--- config.mk ---
export PLATFORM = sky130hd
export DESIGN_NAME = vco_meas_ctrl
export DESIGN_NICKNAME = d
export VERILOG_FILES = /design/src/rtl/vco_meas_ctrl_pkg.sv /design/src/rtl/vco_meas_ctrl.sv
export SDC_FILE = /design/constraint.sdc
export NUM_CORES = 1
export LEC_CHECK = 0
export ABC_CLOCK_PERIOD_IN_PS = 8700
export CORE_UTILIZATION = 60
export CTS_BUF_LIST = sky130_fd_sc_hd__clkbuf_2 sky130_fd_sc_hd__clkbuf_4 sky130_fd_sc_hd__clkbuf_8
export CTS_CLUSTER_DIAMETER = 80
export DETAILED_ROUTE_END_ITERATION = 7
export HOLD_SLACK_MARGIN = 0.02
export PLACE_DENSITY = 0.89
export SYNTH_ARGS = -nofsm -noshare
export SYNTH_HDL_FRONTEND = slang
export SYNTH_SLANG_ARGS = --single-unit
--- constraint.sdc ---
create_clock -name pclk -period 8.7 [get_ports pclk]
set_input_delay 1.305 -clock pclk [delete_from_list [all_inputs] [get_ports pclk]]
set_output_delay 1.305 -clock pclk [all_outputs]
set_load 0.005 [all_outputs]
--- src/rtl/vco_meas_ctrl_pkg.sv ---
// Shared constants for the VCO measurement sequencer and the top-register map.
package vco_meas_ctrl_pkg;

    // Sequencer state encoding
    localparam logic [2:0] ST_IDLE = 3'd0;
    localparam logic [2:0] ST_WAIT = 3'd1;
    localparam logic [2:0] ST_REQ  = 3'd2;
    localparam logic [2:0] ST_REL  = 3'd3;
    localparam logic [2:0] ST_ACC  = 3'd4;
    localparam logic [2:0] ST_OUT  = 3'd5;

    // Default VCO count width
    localparam int unsigned CNT_W_DEF = 24;

    // Sticky-flag bit positions, shared with the top-register map
    localparam int unsigned STK_OOR = 0;
    localparam int unsigned STK_TMO = 1;

endpackage

--- src/rtl/vco_meas_ctrl.sv ---
// Periodic VCO frequency-measurement sequencer: 4-phase req/ack to the tck-domain
// counter, 1/2/4/8-sample averaging, window check and sticky error flags.
module vco_meas_ctrl
    import vco_meas_ctrl_pkg::*;
#(
    parameter int unsigned TIMEOUT_CYC = 4096,
    parameter int unsigned CNT_W       = CNT_W_DEF
) (
    input  logic             pclk,
    input  logic             presetn,
    input  logic             cfg_en,
    input  logic [15:0]      cfg_period,
    input  logic [1:0]       cfg_avg_log2,
    input  logic [CNT_W-1:0] cfg_lo,
    input  logic [CNT_W-1:0] cfg_hi,
    input  logic [1:0]       cfg_irq_msk,
    input  logic [1:0]       sticky_clr,
    output logic             meas_req,
    input  logic             meas_ack,
    input  logic [CNT_W-1:0] meas_cnt,
    output logic [CNT_W-1:0] result,
    output logic             result_vld,
    output logic             oor_sta,
    output logic             tmo_sta,
    output logic             busy,
    output logic             irq
);

    localparam int unsigned ACC_W = CNT_W + 3;
    localparam int unsigned PER_W = 16;
    localparam int unsigned SMP_W = 4;
    localparam int unsigned TMO_W = (TIMEOUT_CYC > 2) ? $clog2(TIMEOUT_CYC) : 1;
    localparam logic [TMO_W-1:0] TMO_LAST = TMO_W'(TIMEOUT_CYC - 1);

    logic [2:0]       state_q,      state_d;
    logic [PER_W-1:0] period_cnt_q, period_cnt_d;
    logic [TMO_W-1:0] tmo_cnt_q,    tmo_cnt_d;
    logic [CNT_W-1:0] samp_q,       samp_d;
    logic             samp_vld_q,   samp_vld_d;
    logic             abort_q,      abort_d;
    logic [ACC_W-1:0] acc_q,        acc_d;
    logic [SMP_W-1:0] smp_cnt_q,    smp_cnt_d;
    logic [CNT_W-1:0] result_q,     result_d;
    logic             result_vld_q, result_vld_d;
    logic             oor_q,        oor_d;
    logic             tmo_q,        tmo_d;
    logic             meas_req_q,   meas_req_d;
    logic             busy_q,       busy_d;

    logic [ACC_W-1:0] acc_sum;
    logic [SMP_W-1:0] avg_n;
    logic [SMP_W-1:0] smp_cnt_inc;
    logic [CNT_W-1:0] avg_res;
    logic             oor_set;
    logic             tmo_set;

    // Next-state, datapath and flag update
    always_comb begin
        state_d      = state_q;
        period_cnt_d = period_cnt_q;
        tmo_cnt_d    = tmo_cnt_q;
        samp_d       = samp_q;
        samp_vld_d   = samp_vld_q;
        abort_d      = abort_q;
        acc_d        = acc_q;
        smp_cnt_d    = smp_cnt_q;
        result_d     = result_q;
        result_vld_d = 1'b0;
        oor_set      = 1'b0;
        tmo_set      = 1'b0;

        acc_sum     = acc_q + ACC_W'(samp_q);
        avg_n       = SMP_W'(1) << cfg_avg_log2;
        smp_cnt_inc = smp_cnt_q + SMP_W'(1);
        avg_res     = CNT_W'(acc_sum >> cfg_avg_log2);

        case (state_q)
            ST_IDLE: begin
                if (cfg_en) state_d = ST_WAIT;
            end
            ST_WAIT: begin
                if (!cfg_en) begin
                    state_d = ST_IDLE;
                end else if (period_cnt_q == '0) begin
                    state_d    = ST_REQ;
                    tmo_cnt_d  = '0;
                    samp_vld_d = 1'b0;
                    abort_d    = 1'b0;
                end else begin
                    period_cnt_d = period_cnt_q - PER_W'(1);
                end
            end
            ST_REQ: begin
                abort_d = abort_q | ~cfg_en;
                if (meas_ack) begin
                    samp_d     = meas_cnt;
                    samp_vld_d = 1'b1;
                    state_d    = ST_REL;
                end else if (tmo_cnt_q == TMO_LAST) begin
                    tmo_set   = 1'b1;
                    acc_d     = '0;
                    smp_cnt_d = '0;
                    state_d   = ST_REL;
                end else begin
                    tmo_cnt_d = tmo_cnt_q + TMO_W'(1);
                end
            end
            ST_REL: begin
                abort_d = abort_q | ~cfg_en;
                if (!meas_ack) begin
                    if (abort_q || !cfg_en) state_d = ST_IDLE;
                    else if (samp_vld_q)    state_d = ST_ACC;
                    else                    state_d = ST_WAIT;
                end
            end
            ST_ACC: begin
                acc_d     = acc_sum;
                smp_cnt_d = smp_cnt_inc;
                if (smp_cnt_inc == avg_n) begin
                    result_d     = avg_res;
                    result_vld_d = 1'b1;
                    oor_set      = (avg_res < cfg_lo) || (avg_res > cfg_hi);
                    state_d      = ST_OUT;
                end else if (!cfg_en) begin
                    state_d = ST_IDLE;
                end else begin
                    state_d = ST_WAIT;
                end
            end
            ST_OUT: begin
                acc_d     = '0;
                smp_cnt_d = '0;
                state_d   = cfg_en ? ST_WAIT : ST_IDLE;
            end
            default: begin
                state_d = ST_IDLE;
            end
        endcase

        // Any return to IDLE drops a partial accumulation
        if (state_d == ST_IDLE) begin
            acc_d     = '0;
            smp_cnt_d = '0;
        end

        // Period is sampled on WAIT entry only
        if ((state_d == ST_WAIT) && (state_q != ST_WAIT)) begin
            period_cnt_d = cfg_period;
        end

        meas_req_d = (state_d == ST_REQ);
        busy_d     = (state_d != ST_IDLE);

        // Sticky flags: a set wins over a coincident clear
        oor_d = oor_set | (oor_q & ~sticky_clr[STK_OOR]);
        tmo_d = tmo_set | (tmo_q & ~sticky_clr[STK_TMO]);
    end

    // State and output registers
    always_ff @(posedge pclk or negedge presetn) begin
        if (!presetn) begin
            state_q      <= ST_IDLE;
            period_cnt_q <= '0;
            tmo_cnt_q    <= '0;
            samp_q       <= '0;
            samp_vld_q   <= 1'b0;
            abort_q      <= 1'b0;
            acc_q        <= '0;
            smp_cnt_q    <= '0;
            result_q     <= '0;
            result_vld_q <= 1'b0;
            oor_q        <= 1'b0;
            tmo_q        <= 1'b0;
            meas_req_q   <= 1'b0;
            busy_q       <= 1'b0;
        end else begin
            state_q      <= state_d;
            period_cnt_q <= period_cnt_d;
            tmo_cnt_q    <= tmo_cnt_d;
            samp_q       <= samp_d;
            samp_vld_q   <= samp_vld_d;
            abort_q      <= abort_d;
            acc_q        <= acc_d;
            smp_cnt_q    <= smp_cnt_d;
            result_q     <= result_d;
            result_vld_q <= result_vld_d;
            oor_q        <= oor_d;
            tmo_q        <= tmo_d;
            meas_req_q   <= meas_req_d;
            busy_q       <= busy_d;
        end
    end

    assign meas_req   = meas_req_q;
    assign result     = result_q;
    assign result_vld = result_vld_q;
    assign oor_sta    = oor_q;
    assign tmo_sta    = tmo_q;
    assign busy       = busy_q;

    // Level interrupt from the registered sticky flags
    assign irq = (oor_q & cfg_irq_msk[STK_OOR]) | (tmo_q & cfg_irq_msk[STK_TMO]);

endmodule

# ---- After elaboration in Yosys (flattened, before gate mapping)
# Cells that the tools add are included.
dict set report word_totals {
  reg_bits 117
  output_inout_bits 30
}
dict set report classes {
  add_sub_neg 4
  bitwise_logic 11
  eq_ne 18
  shifts 2
  mux 40
  reduce_logical 21
  order_cmp 2
}
# operator count
set op_table {}
lappend op_table {{$mux W27} 3}
lappend op_table {{$pmux W27 S3} 1}
lappend op_table {{$mux W16} 4}
lappend op_table {{$mux W12} 4}
lappend op_table {{$add A27 B24 Y27} 1}
lappend op_table {{$mux W3} 9}
lappend op_table {{$shr A27 B2 Y24} 1}
lappend op_table {{$gt A24 B24 Y1} 1}
lappend op_table {{$lt A24 B24 Y1} 1}
lappend op_table {{$pmux W12 S2} 1}
lappend op_table {{$pmux W3 S6} 1}
lappend op_table {{$logic_not A16 Y1} 1}
lappend op_table {{$sub A16 B1 Y16 const B} 1}
lappend op_table {{$add A12 B1 Y12 const B} 1}
lappend op_table {{$eq A12 B12 Y1 const B} 1}
lappend op_table {{$mux W4} 3}
lappend op_table {{$pmux W4 S3} 1}
lappend op_table {{$mux W1} 11}
lappend op_table {{$ne A2 B2 Y1 const B} 5}
lappend op_table {{$eq A3 B2 Y1 const B} 3}
lappend op_table {{$reduce_and A3 Y1} 3}
lappend op_table {{$reduce_bool A2 Y1} 4}
lappend op_table {{$eq A3 B1 Y1 const B} 2}
lappend op_table {{$eq A3 B3 Y1 const B} 2}
lappend op_table {{20 further kinds} 33}

# ---- Depth between registers and ports, before layout
# Gate-level depths: netlist of run 1.
dict set report logic_depth {
  depth_word 9
  depth_mapped 19
  ltp_nobuf 19
}

# ---- Worst setup path after synthesis of run 1
# Ideal clock, no wire load.
dict set report synth_timing {
  kind {register to register}
  from {register samp_q[0]}
  to {register oor_q (netlist: oor_sta)}
  path_buffers 0
  stages_incl_launch_ff 18
  slack_ns 4.238
  arrival_ns 4.342
  cell_sequence {dfrtp_1 > ha_1 > fa_1 > a211oi_2 > o21a_2 > a211oi_1 > o31a_1 > o41a_1 > xor2_1 > mux4_2 > ha_1 > a21o_1 > a21o_1 > a221oi_1 > o221ai_1 > o311ai_0 > o21ai_0 > a31o_2}
}
dict set report synth_between {
  elab_chain_len 7
  elab_cells_between_ends 8
  cone_classes {add/sub: 1; order compare: 2; shift: 1; mux: 2; bitwise: 1; reduce/logical: 1}
}
# item line_no
set synth_lines {}
lappend synth_lines {{start, declared} vco_meas_ctrl.sv:38} ;# logic [CNT_W-1:0] samp_q, samp_d;
lappend synth_lines {{start signal, assigned} vco_meas_ctrl.sv:180} ;# samp_q <= samp_d;
lappend synth_lines {{$add A27 B24 Y27 *} vco_meas_ctrl.sv:72} ;# acc_sum = acc_q + ACC_W'(samp_q);
lappend synth_lines {{$shr A27 B2 Y24 *} vco_meas_ctrl.sv:75} ;# avg_res = CNT_W'(acc_sum >> cfg_avg_log2);
lappend synth_lines {{via avg_res[20]} vco_meas_ctrl.sv:53} ;# logic [CNT_W-1:0] avg_res;
lappend synth_lines {{$lt A24 B24 Y1 / $gt A24 B24 Y1 (equally long branches)} vco_meas_ctrl.sv:122} ;# oor_set = (avg_res < cfg_lo) || (avg_res > cfg_hi);
lappend synth_lines {{$logic_or A1 B1 Y1 *} vco_meas_ctrl.sv:122}
lappend synth_lines {{$mux W1 *} vco_meas_ctrl.sv:119} ;# if (smp_cnt_inc == avg_n) begin
lappend synth_lines {{$mux W1 *} vco_meas_ctrl.sv:77} ;# case (state_q)
lappend synth_lines {{$or A1 B1 Y1 *} vco_meas_ctrl.sv:155} ;# oor_d = oor_set | (oor_q & ~sticky_clr[STK_OOR]);
lappend synth_lines {{via oor_d} vco_meas_ctrl.sv:45} ;# logic oor_q, oor_d;
lappend synth_lines {{end signal, assigned} vco_meas_ctrl.sv:187} ;# oor_q <= oor_d;
lappend synth_lines {{end, declared} vco_meas_ctrl.sv:45}
# The timed path passes the listed nets; every way through them passes the cells marked *.
# A chain may end at the register's enable or synchronous reset.

# ---- Worst setup path after layout of run 1
# Same ends and word-level chain as after synthesis.

==> results.sh, run 1 <==
export IMPL_grt_pass1_vias=7217
export IMPL_ys_ff_latch=117
export IMPL_cap_viol_max_count=0
export IMPL_place_gp_congestion=0.984
export IMPL_pwr_density_cell_nw_per_um2=214
export IMPL_vias_per_cell=6.28
export IMPL_numCtsBuffers=17
export IMPL_yosys_area_share_simple=0.147
export IMPL_synth_compound_area_frac=0.192
export IMPL_r2r_setup_slack_ns=3.37
export IMPL_overflow=0
export IMPL_clockBufferDepth=2
export IMPL_fin_cells=1172
export IMPL_clk_pin_slew_ns=0.07
export IMPL_ant_nets=0
export IMPL_syn_cell_area_sq_um=8290
export IMPL_drtIter0Drc=886
export IMPL_gr_usage_met3=0.0642
export IMPL_grt_pass1_wl_um=35600
export IMPL_postPlaceCellArea_sq_um=9660
export IMPL_hold_viol=0
export IMPL_hold_class="register to register"
export IMPL_crit_path_max_fanout=6
export IMPL_startpoint_type="register"
export IMPL_rsz0062_at_grt="no"
export IMPL_required_ns=9.04
export IMPL_final_layout_size_suffix_gt1_frac=0.109
export IMPL_cts_setup_buffers=0
export IMPL_mostFrequentLayoutCells="clkdlybuf4s50_1 (126), dfrtp_1 (117), nand2_1 (78)"
export IMPL_slew_headroom=0.182
export IMPL_synth_xor_area_share=0.0439
export IMPL_synthMuxAreaShare=0.0997
export IMPL_final_nets=1156
export IMPL_cts_hold_buf=0
export IMPL_p_leak_nw=4.80
export IMPL_avgSynthCellArea_sq_um=9.53
export IMPL_ys_warn_count=0
export IMPL_synthAdderAreaFrac=0.114
export IMPL_core_sq_um=13300
export IMPL_use_met2=0.501
export IMPL_insertion_delay_ns=0.45
export IMPL_die_height_um=120
export IMPL_fin_crit_ns=5.33
export IMPL_drv_slew=0
export IMPL_cp_data_arrival_time_ns=5.67
export IMPL_diodes=0
export IMPL_ios=128
export IMPL_grt_max_degree=62
export IMPL_synth_area_top_cells="dfrtp_1 (35%), ha_1 (11%), mux2_2 (5.3%)"
export IMPL_synth_cells=870
export IMPL_synth_top_family_by_area="compound AO/OA/AOI/OAI gates"
export IMPL_antenna_found_initial=0
export IMPL_cts_tree="yes"
export IMPL_vias=7356
export IMPL_synth_edf_count=0
export IMPL_syn_to_final_growth_pct=21.8
export IMPL_yosys_area_top_type="dfrtp_1"
export IMPL_syn_num_nets=1043
export IMPL_max_freq_mhz=188
export IMPL_placedCellCount=1140
export IMPL_ir_drop_mv=0.175
export IMPL_ys_async_sr_fraction=1.00
export IMPL_finalSetupTns_ns=0
export IMPL_track_usage=0.317
export IMPL_ys_types=79
export IMPL_finalInstanceArea_sq_um=10100
export IMPL_start_util=0.621
export IMPL_hpwl_um=15900
export IMPL_seq_area_frac_synth=0.353
export IMPL_setup_worst_path_end_class="register"
export IMPL_numPortBuffers=127
export IMPL_drc=0
export IMPL_status="finished clean"
export IMPL_drt_wirelength_per_cell_um=18.3
export IMPL_skew_ns=0.0127
export IMPL_use_met1=0.428
export IMPL_wl_um=21400
export IMPL_rows=42
export IMPL_cts_root_buf="clkbuf_8"
export IMPL_synth_top_area_frac=0.353
export IMPL_ys_dominant_reg_cell="dfrtp_1"
export IMPL_post_cts_resized=0
export IMPL_firstDrtPassIters=5
export IMPL_fin_crit_sh=0.613
export IMPL_cts_max_level=4
export IMPL_fp_dieW_um=120
export IMPL_grt_busiest_layer="met2"
export IMPL_critPathKind="register to register"
export IMPL_fp_dieArea_sq_um=14300
export IMPL_clock_sinks=117
export IMPL_final_common_cell="clkdlybuf4s50_1"
export IMPL_final_setup_viol_count=0
export IMPL_tightest_slew_ns=1.23
## worst max-delay path: stages, from the launching register on
cell      delay [ns]
dfrtp_1         0.38
ha_1            0.24
fa_1            0.44
a211oi_2        0.24
o21a_2          0.22
a211oi_1        0.17
o31a_1          0.39
o41a_1          0.40
xor2_1          0.46
mux2i_1         0.18
o21ai_0         0.41
ha_1            0.33
nand4_1         0.10
nor2_1          0.07
a221oi_1        0.29
o221ai_1        0.17
o311ai_0        0.37
o21ai_0         0.15
a31o_2          0.23
## cells by family (layout without fill, tap and decap cells)
family          Yosys count  in the layout
simple gates            246            246
compound gates          223            223
flops                   117            117
buf+inv                 105            231
fa+ha+maj                75             75
mux                      64             64
xor+xnor                 40             40
## area by class of cell
class	count	area [sq um]
Multi-Input combinational cell	648	4960
Fill cell	921	3240
Sequential cell	117	2930
Timing Repair Buffer	132	1310
Clock buffer	20	263
Inverter	67	251
Tap cell	176	220
Clock inverter	12	179
## cells in the mapped netlist (5+ instances only)
cell      number
o211ai_1      11
o21a_1         9
buf_2         10
and3_1         6
o21ai_0       40
nor3_1        21
a211oi_1       7
nor4_1         5
xnor2_1       17
and2_1         7
nand2b_1       6
a22o_1        30
or3_1          6
xor2_1        22
a21o_1        18
ha_1          74
a31oi_1        5
o31ai_1        6
a21oi_1       42
inv_1         65
buf_1          6
clkbuf_1      20
nand2_1       78
mux2_2        39
dfrtp_1      117
nor2b_1        7
nand4_1       14
nand3_1       25
mux4_2        11
mux2i_1       14
nor2_1        48
## state kept, by name, summed over array words and instances, names as in the netlist
signal        count
meas_req          1
result_vld        1
acc_q            27
state_q           3
busy              1
period_cnt_q     16
result           24
smp_cnt_q         4
abort_q           1
tmo_cnt_q        12
samp_q           24
oor_sta           1
tmo_sta           1
samp_vld_q        1
## path summary, 6_finish.rpt
path | from | to | depth (start not counted)
setup / recovery | samp_q[0] | oor_sta | 18
hold / removal | result[2] | result[2] | 2
setup reg to reg | samp_q[0] | oor_sta | 18
hold reg to reg | result[2] | result[2] | 2
max in group asynchronous | presetn | tmo_cnt_q[9] | 2
min in group asynchronous | presetn | samp_q[16] | 1
## power by group
group / leakage, nW / switching (W) / internal (W)
registers: 1.55 / 0.0000696 / 0.000633
logic: 3.03 / 0.000513 / 0.000390
clock network: 0.216 / 0.000231 / 0.000326
total: 4.80 / 0.000813 / 0.00135
## stage by stage
stage | utilization | total power (W) | hold slack (ns) | worst slack (ns)
3_5_place_dp | 0.724 | 0.00158 | 0.469 | 3.35
5_1_grt | 0.757 | 0.00229 | 0.532 | 3.11
2_1_floorplan | - | 0.00131 | 0.463 | 4.24
3_3_place_gp | 0.724 | 0.00154 | 0.480 | 3.48
6_report | 0.757 | 0.00216 | 0.488 | 3.37
4_1_cts | 0.757 | 0.00215 | 0.485 | 3.46
## per-layer routing
metal,vias to the layer above,part of all wire,wire length [um]
met1,3499,0.44,9380
met5,-,0,0
met2,384,0.45,9720
met4,0,0.030,650
met3,52,0.079,1690
li1,3421,-,-
Note: power is estimated with default switching activity, not from simulation.
==> run 2: changes to the inputs <==
- ABC_CLOCK_PERIOD_IN_PS: 8700 -> 4700
- CORE_UTILIZATION: 60 -> 51
- PLACE_DENSITY: 0.89 -> 0.8
- clock period: 8.7 -> 4.7 ns (I/O delays scaled with it)
==> run 2 against run 1 <==
Net effect:
- sequential cell count unchanged
- critical path depth shrank 1
- worst hold slack worse by 0.37 ns
==> results.sh, run 2 (synthesized netlist as in run 1, its figures left out) <==
export IMPL_startpoint_type="register"
export IMPL_final_common_cell="clkdlybuf4s50_1"
export IMPL_critPathKind="register to register"
export IMPL_start_util=0.522
export IMPL_final_nets=1186
export IMPL_hold_class="input port to asynchronous set/reset pin"
export IMPL_fp_dieW_um=130
export IMPL_ant_nets=0
export IMPL_required_ns=5.05
export IMPL_syn_to_final_growth_pct=25.1
export IMPL_ios=128
export IMPL_finalInstanceArea_sq_um=10400
export IMPL_fill_cells=1305
export IMPL_place_gp_congestion=0.965
export IMPL_drtIter0Drc=550
export IMPL_numCtsBuffers=17
export IMPL_status="finished clean"
export IMPL_skew_ns=0.0121
export IMPL_postPlaceCellArea_sq_um=9910
export IMPL_fin_crit_ns=4.61
export IMPL_hold_viol=0
export IMPL_drc=0
export IMPL_wl_um=22000
export IMPL_multi_input_area_sq_um=5000
export IMPL_timing_hold_ws_ns=0.122
export IMPL_insertion_delay_ns=0.46
export IMPL_cts_tree="yes"
export IMPL_pwr_density_cell_nw_per_um2=386
export IMPL_mostFrequentLayoutCells="clkdlybuf4s50_1 (126), dfrtp_1 (117), nand2_1 (78)"
export IMPL_track_usage=0.275
export IMPL_cap_viol_max_count=0
export IMPL_vias_per_cell=5.87
export IMPL_cp_data_arrival_time_ns=4.96
export IMPL_fp_dieArea_sq_um=16800
export IMPL_vias=7294
export IMPL_p_leak_nw=4.93
export IMPL_cts_root_buf="clkbuf_8"
export IMPL_max_freq_mhz=217
export IMPL_largest_register="acc_q"
export IMPL_grt_max_degree=58
export IMPL_cts_max_level=4
export IMPL_grt_pass1_wl_um=35700
export IMPL_firstDrtPassIters=5
export IMPL_tightest_slew_ns=1.31
export IMPL_clk_pin_slew_ns=0.08
export IMPL_diodes=0
export IMPL_numPortBuffers=127
export IMPL_hpwl_um=16400
export IMPL_core_sq_um=15900
export IMPL_final_layout_size_suffix_gt1_frac=0.144
export IMPL_finalSetupTns_ns=0
export IMPL_reg2reg_from="samp_q[0]"
export IMPL_fin_crit_sh=0.981
export IMPL_antenna_found_initial=0
export IMPL_die_height_um=130
export IMPL_rows=46
export IMPL_largest_reg_flops=27
export IMPL_ir_drop_mv=0.282
export IMPL_crit_path_max_fanout=5
export IMPL_cts_hold_buf=0
export IMPL_rsz0062_at_grt="no"
export IMPL_seqCellArea_sq_um=2930
export IMPL_slew_headroom=0.124
export IMPL_clockBufferDepth=2
export IMPL_final_setup_viol_count=0
export IMPL_grt_pass1_vias=7221
export IMPL_overflow=0
export IMPL_drv_slew=0
export IMPL_startpoint="samp_q[0]"
export IMPL_clock_sinks=117
export IMPL_drt_wirelength_per_cell_um=17.7
export IMPL_setup_worst_path_end_class="register"
run 2: cell count changes in the layout (fill, tap and decap cells not counted), sizes merged:
| cell | before | now |
|---|---|---|
| buf | 6 | 36 |
| clkbuf | 20 | 17 |
| clkinv | 5 | 8 |
| bufinv | 4 | 2 |
| inv | 67 | 69 |
run 2: cell type report:
| cell class | count | area share |
|---|---|---|
| clock buffer | 17 | 0.0226 |
| sequential | 117 | 0.282 |
| inverter | 67 | 0.0242 |
| timing repair buffer | 162 | 0.148 |
| tap | 216 | 0.0261 |
| multi-input combinational | 648 | 0.482 |
| clock inverter | 15 | 0.0150 |
run 2: metal layers:
layer / vias to the layer above / share of wire / track usage
met5: - / 0 / 0.0176
met3: 50 / 0.080 / 0.0735
met1: 3465 / 0.45 / 0.365
met4: 0 / 0.024 / 0.101
li1: 3492 / - / -
met2: 287 / 0.44 / 0.432
run 2: final timing paths:
kind                                end  slack [ns]  cells past startpoint
max                             oor_sta        0.09                     17
min                        tmo_cnt_q[5]        0.12                      1
max reg2reg                     oor_sta        0.09                     17
min reg2reg                   result[2]        0.49                      2
max in group asynchronous     acc_q[13]        3.54                      2
min in group pclk             result[2]        0.49                      2
run 2: critical path, stage by stage, from the launching register on:
cell and delay (ns):
dfrtp_1 0.40, ha_1 0.24, fa_2 0.37, a211oi_2 0.23, o21a_2 0.18, a211oi_2 0.11, o31a_1 0.30, o41a_1 0.41
xor2_2 0.19, mux4_2 0.49, ha_1 0.32, a21o_1 0.17, a21o_1 0.17, a21oi_1 0.18, o221ai_1 0.13, o311ai_1 0.29
o21ai_1 0.11, a31o_2 0.23
run 2: per-stage QoR:
| step | cells | utilization | total power (W) | setup slack [ns] |
|---|---|---|---|---|
| detailed placement | 1206 | 0.624 | 0.00300 | -0.198 |
| finish | 1242 | 0.653 | 0.00400 | 0.0908 |
| global route | 1242 | 0.653 | 0.00426 | 0.000771 |
| floorplan | 870 | - | 0.00243 | 0.238 |
| global placement | 1206 | 0.624 | 0.00296 | 0.0120 |
| CTS | 1242 | 0.650 | 0.00396 | 0.00434 |
run 2: repair_timing:
item | 4_1_cts | 5_1_grt
endpoints found under the hold margin | 0 | 0
gates resized for setup | 2 | 9
buffers inserted | 4 | 0
pin swaps | 3 | 3
setup endpoints to repair | 1 | 1
run 2: where the power goes:
part           internal (W)  switching [W]  total [W]
Combinational      0.000800       0.000969    0.00177
Clock              0.000471       0.000458   0.000929
Sequential          0.00117       0.000132    0.00130
Total               0.00244        0.00156    0.00400
==> run 3: changes to the inputs <==
- GPL_TIMING_DRIVEN: not set -> 0
==> run 3 against run 2 <==
Net effect:
- fmax up 1.8%
- first-iteration DRC count up 9.6%
- critical path depth up 1
- final area up 2.1%
- worst hold slack better by 0.063 ns
- via count up 1.4%
- non-clock buffer count up 10
- count of clock-buffer cells in the layout up 3
- critical endpoint unchanged
==> results.sh, run 3 (synthesized netlist as in run 1, its figures left out) <==
export IMPL_status="finished clean"
export IMPL_diodes=0
export IMPL_clk_pin_slew_ns=0.07
export IMPL_hold_viol=0
export IMPL_finalSetupTns_ns=0
export IMPL_clock_sinks=117
export IMPL_required_ns=5.06
export IMPL_hold_class="input port to asynchronous set/reset pin"
export IMPL_wl_um=22100
export IMPL_cts_max_level=4
export IMPL_vias=7395
export IMPL_fin_crit_sh=0.963
export IMPL_p_leak_nw=4.96
export IMPL_cap_viol_max_count=0
export IMPL_fin_crit_ns=4.53
export IMPL_vias_per_cell=5.91
export IMPL_drtIter0Drc=603
export IMPL_final_common_cell="clkdlybuf4s50_1"
export IMPL_syn_to_final_growth_pct=27.7
export IMPL_finalInstanceArea_sq_um=10600
export IMPL_numPortBuffers=127
export IMPL_drt_wirelength_per_cell_um=17.6
export IMPL_fill_cells=1257
export IMPL_mostFrequentLayoutCells="clkdlybuf4s50_1 (126), dfrtp_1 (117), nand2_1 (78)"
export IMPL_seqCellArea_sq_um=2930
export IMPL_power_total_w=0.00415
export IMPL_fp_dieW_um=130
export IMPL_grt_pass1_wl_um=35200
export IMPL_cp_data_arrival_time_ns=4.89
export IMPL_final_setup_viol_count=0
export IMPL_ir_drop_mv=0.224
export IMPL_max_freq_mhz=221
export IMPL_slowest_stage="mux4_2"
export IMPL_tightest_slew_ns=0.705
export IMPL_overflow=0
export IMPL_grt_max_degree=66
export IMPL_drv_slew=0
export IMPL_rows=46
export IMPL_insertion_delay_ns=0.47
export IMPL_crit_path_max_fanout=6
export IMPL_numCtsBuffers=17
export IMPL_antenna_found_initial=0
export IMPL_final_nets=1196
export IMPL_skew_ns=0.0123
export IMPL_largest_register="acc_q"
export IMPL_place_gp_congestion=0.897
export IMPL_multi_input_area_sq_um=5170
export IMPL_reg2reg_to="oor_sta"
export IMPL_largest_reg_flops=27
export IMPL_ios=128
export IMPL_startpoint_type="register"
export IMPL_critPathMaxStageDelay_ns=0.55
export IMPL_slew_headroom=0.518
export IMPL_setup_worst_path_end_class="register"
export IMPL_cts_hold_buf=0
export IMPL_core_sq_um=15900
export IMPL_cts_tree="yes"
export IMPL_reg2reg_from="acc_q[0]"
export IMPL_postPlaceCellArea_sq_um=9860
export IMPL_hpwl_um=16300
export IMPL_clockBufferDepth=2
export IMPL_fp_dieArea_sq_um=16800
export IMPL_final_layout_size_suffix_gt1_frac=0.147
export IMPL_pwr_density_cell_nw_per_um2=391
export IMPL_reg2reg_depth=18
export IMPL_r2r_setup_slack_ns=0.17
export IMPL_grt_pass1_vias=7038
export IMPL_crit_chain="ha_4 > fa_2 > a211oi_2 > o21a_2 > a211oi_4 > o31a_1 > o41a_1 > xor2_4 > mux4_2 > ha_4 > nand4_1 > nor2_4 > nand3_2 > nor2_2 > nand4_1 > o311ai_1 > o21ai_1 > a31o_2"
export IMPL_cts_root_buf="clkbuf_8"
export IMPL_critPathKind="register to register"
export IMPL_ant_nets=0
export IMPL_start_util=0.522
export IMPL_track_usage=0.272
export IMPL_firstDrtPassIters=5
export IMPL_die_height_um=130
export IMPL_drc=0
[run 3: cell types whose count changed in the layout (fill, tap and decap cells not counted), sizes merged]
cell | before | now
clkbuf | 17 | 37
buf | 36 | 29
clkinv | 8 | 4
bufinv | 2 | 4
inv | 69 | 68
[run 3: worst max-delay path by stage]
stage | start | depth (start not counted) | end | slack (ns)
after floorplan | samp_q[0] | 17 | oor_sta | 0.24
after global placement | presetn | 1 | acc_q[14] | -1.75
after detailed placement | samp_q[0] | 18 | oor_sta | -0.26
after CTS | samp_q[0] | 17 | oor_sta | 0.02
after global routing | samp_q[22] | 18 | oor_sta | -0.03
final | acc_q[0] | 18 | oor_sta | 0.17
[run 3: power breakdown]
part	switching [W]	total, W	internal, W	leakage, nW
Clock	0.000448	0.00107	0.000619	0.221
Combinational	0.000995	0.00177	0.000777	3.18
Sequential	0.000134	0.00131	0.00117	1.55
[run 3: area by class of cell]
class,instances,share of cell area
multi-input combinational,648,0.488
sequential,117,0.276
timing repair buffer,137,0.129
clock buffer,20,0.0260
tap,216,0.0255
inverter,67,0.0238
clock inverter,12,0.0165
buffer,35,0.0147
[run 3: layer usage]
| metal | global-route usage | up-vias | part of all wire |
|---|---|---|---|
| met1 | 0.369 | 3541 | 0.45 |
| met5 | 0 | - | 0 |
| met4 | 0.0978 | 0 | 0.019 |
| li1 | - | 3507 | - |
| met3 | 0.0578 | 41 | 0.080 |
| met2 | 0.432 | 306 | 0.45 |
[run 3: critical path: cells and delay by family (launching register included)]
family	cells	cell delay (ns)
AOI/OAI and AO/OA	8	1.64
xor gates and xnor gates	1	0.20
adders and majority gates	3	0.86
DFF	1	0.42
muxes	1	0.55
and+or+nand+nor	5	0.73
[run 3: timing repair]
item                                    CTS  global route
endpoints found under the hold margin     0             0
pin swaps                                 3            14
endpoints found under the setup margin    1             1
resized for setup                         7            34
setup buffers                             4             5
[run 3: stage by stage]
step | hold slack [ns] | setup slack [ns] | instances | util
6_report | 0.185 | 0.172 | 1252 | 0.667
5_1_grt | 0.217 | -0.0345 | 1252 | 0.667
4_1_cts | 0.201 | 0.0234 | 1250 | 0.653
3_5_place_dp | 0.459 | -0.261 | 1214 | 0.621
3_3_place_gp | 0.457 | -1.75 | 1213 | 0.619
2_1_floorplan | 0.409 | 0.238 | 870 | -
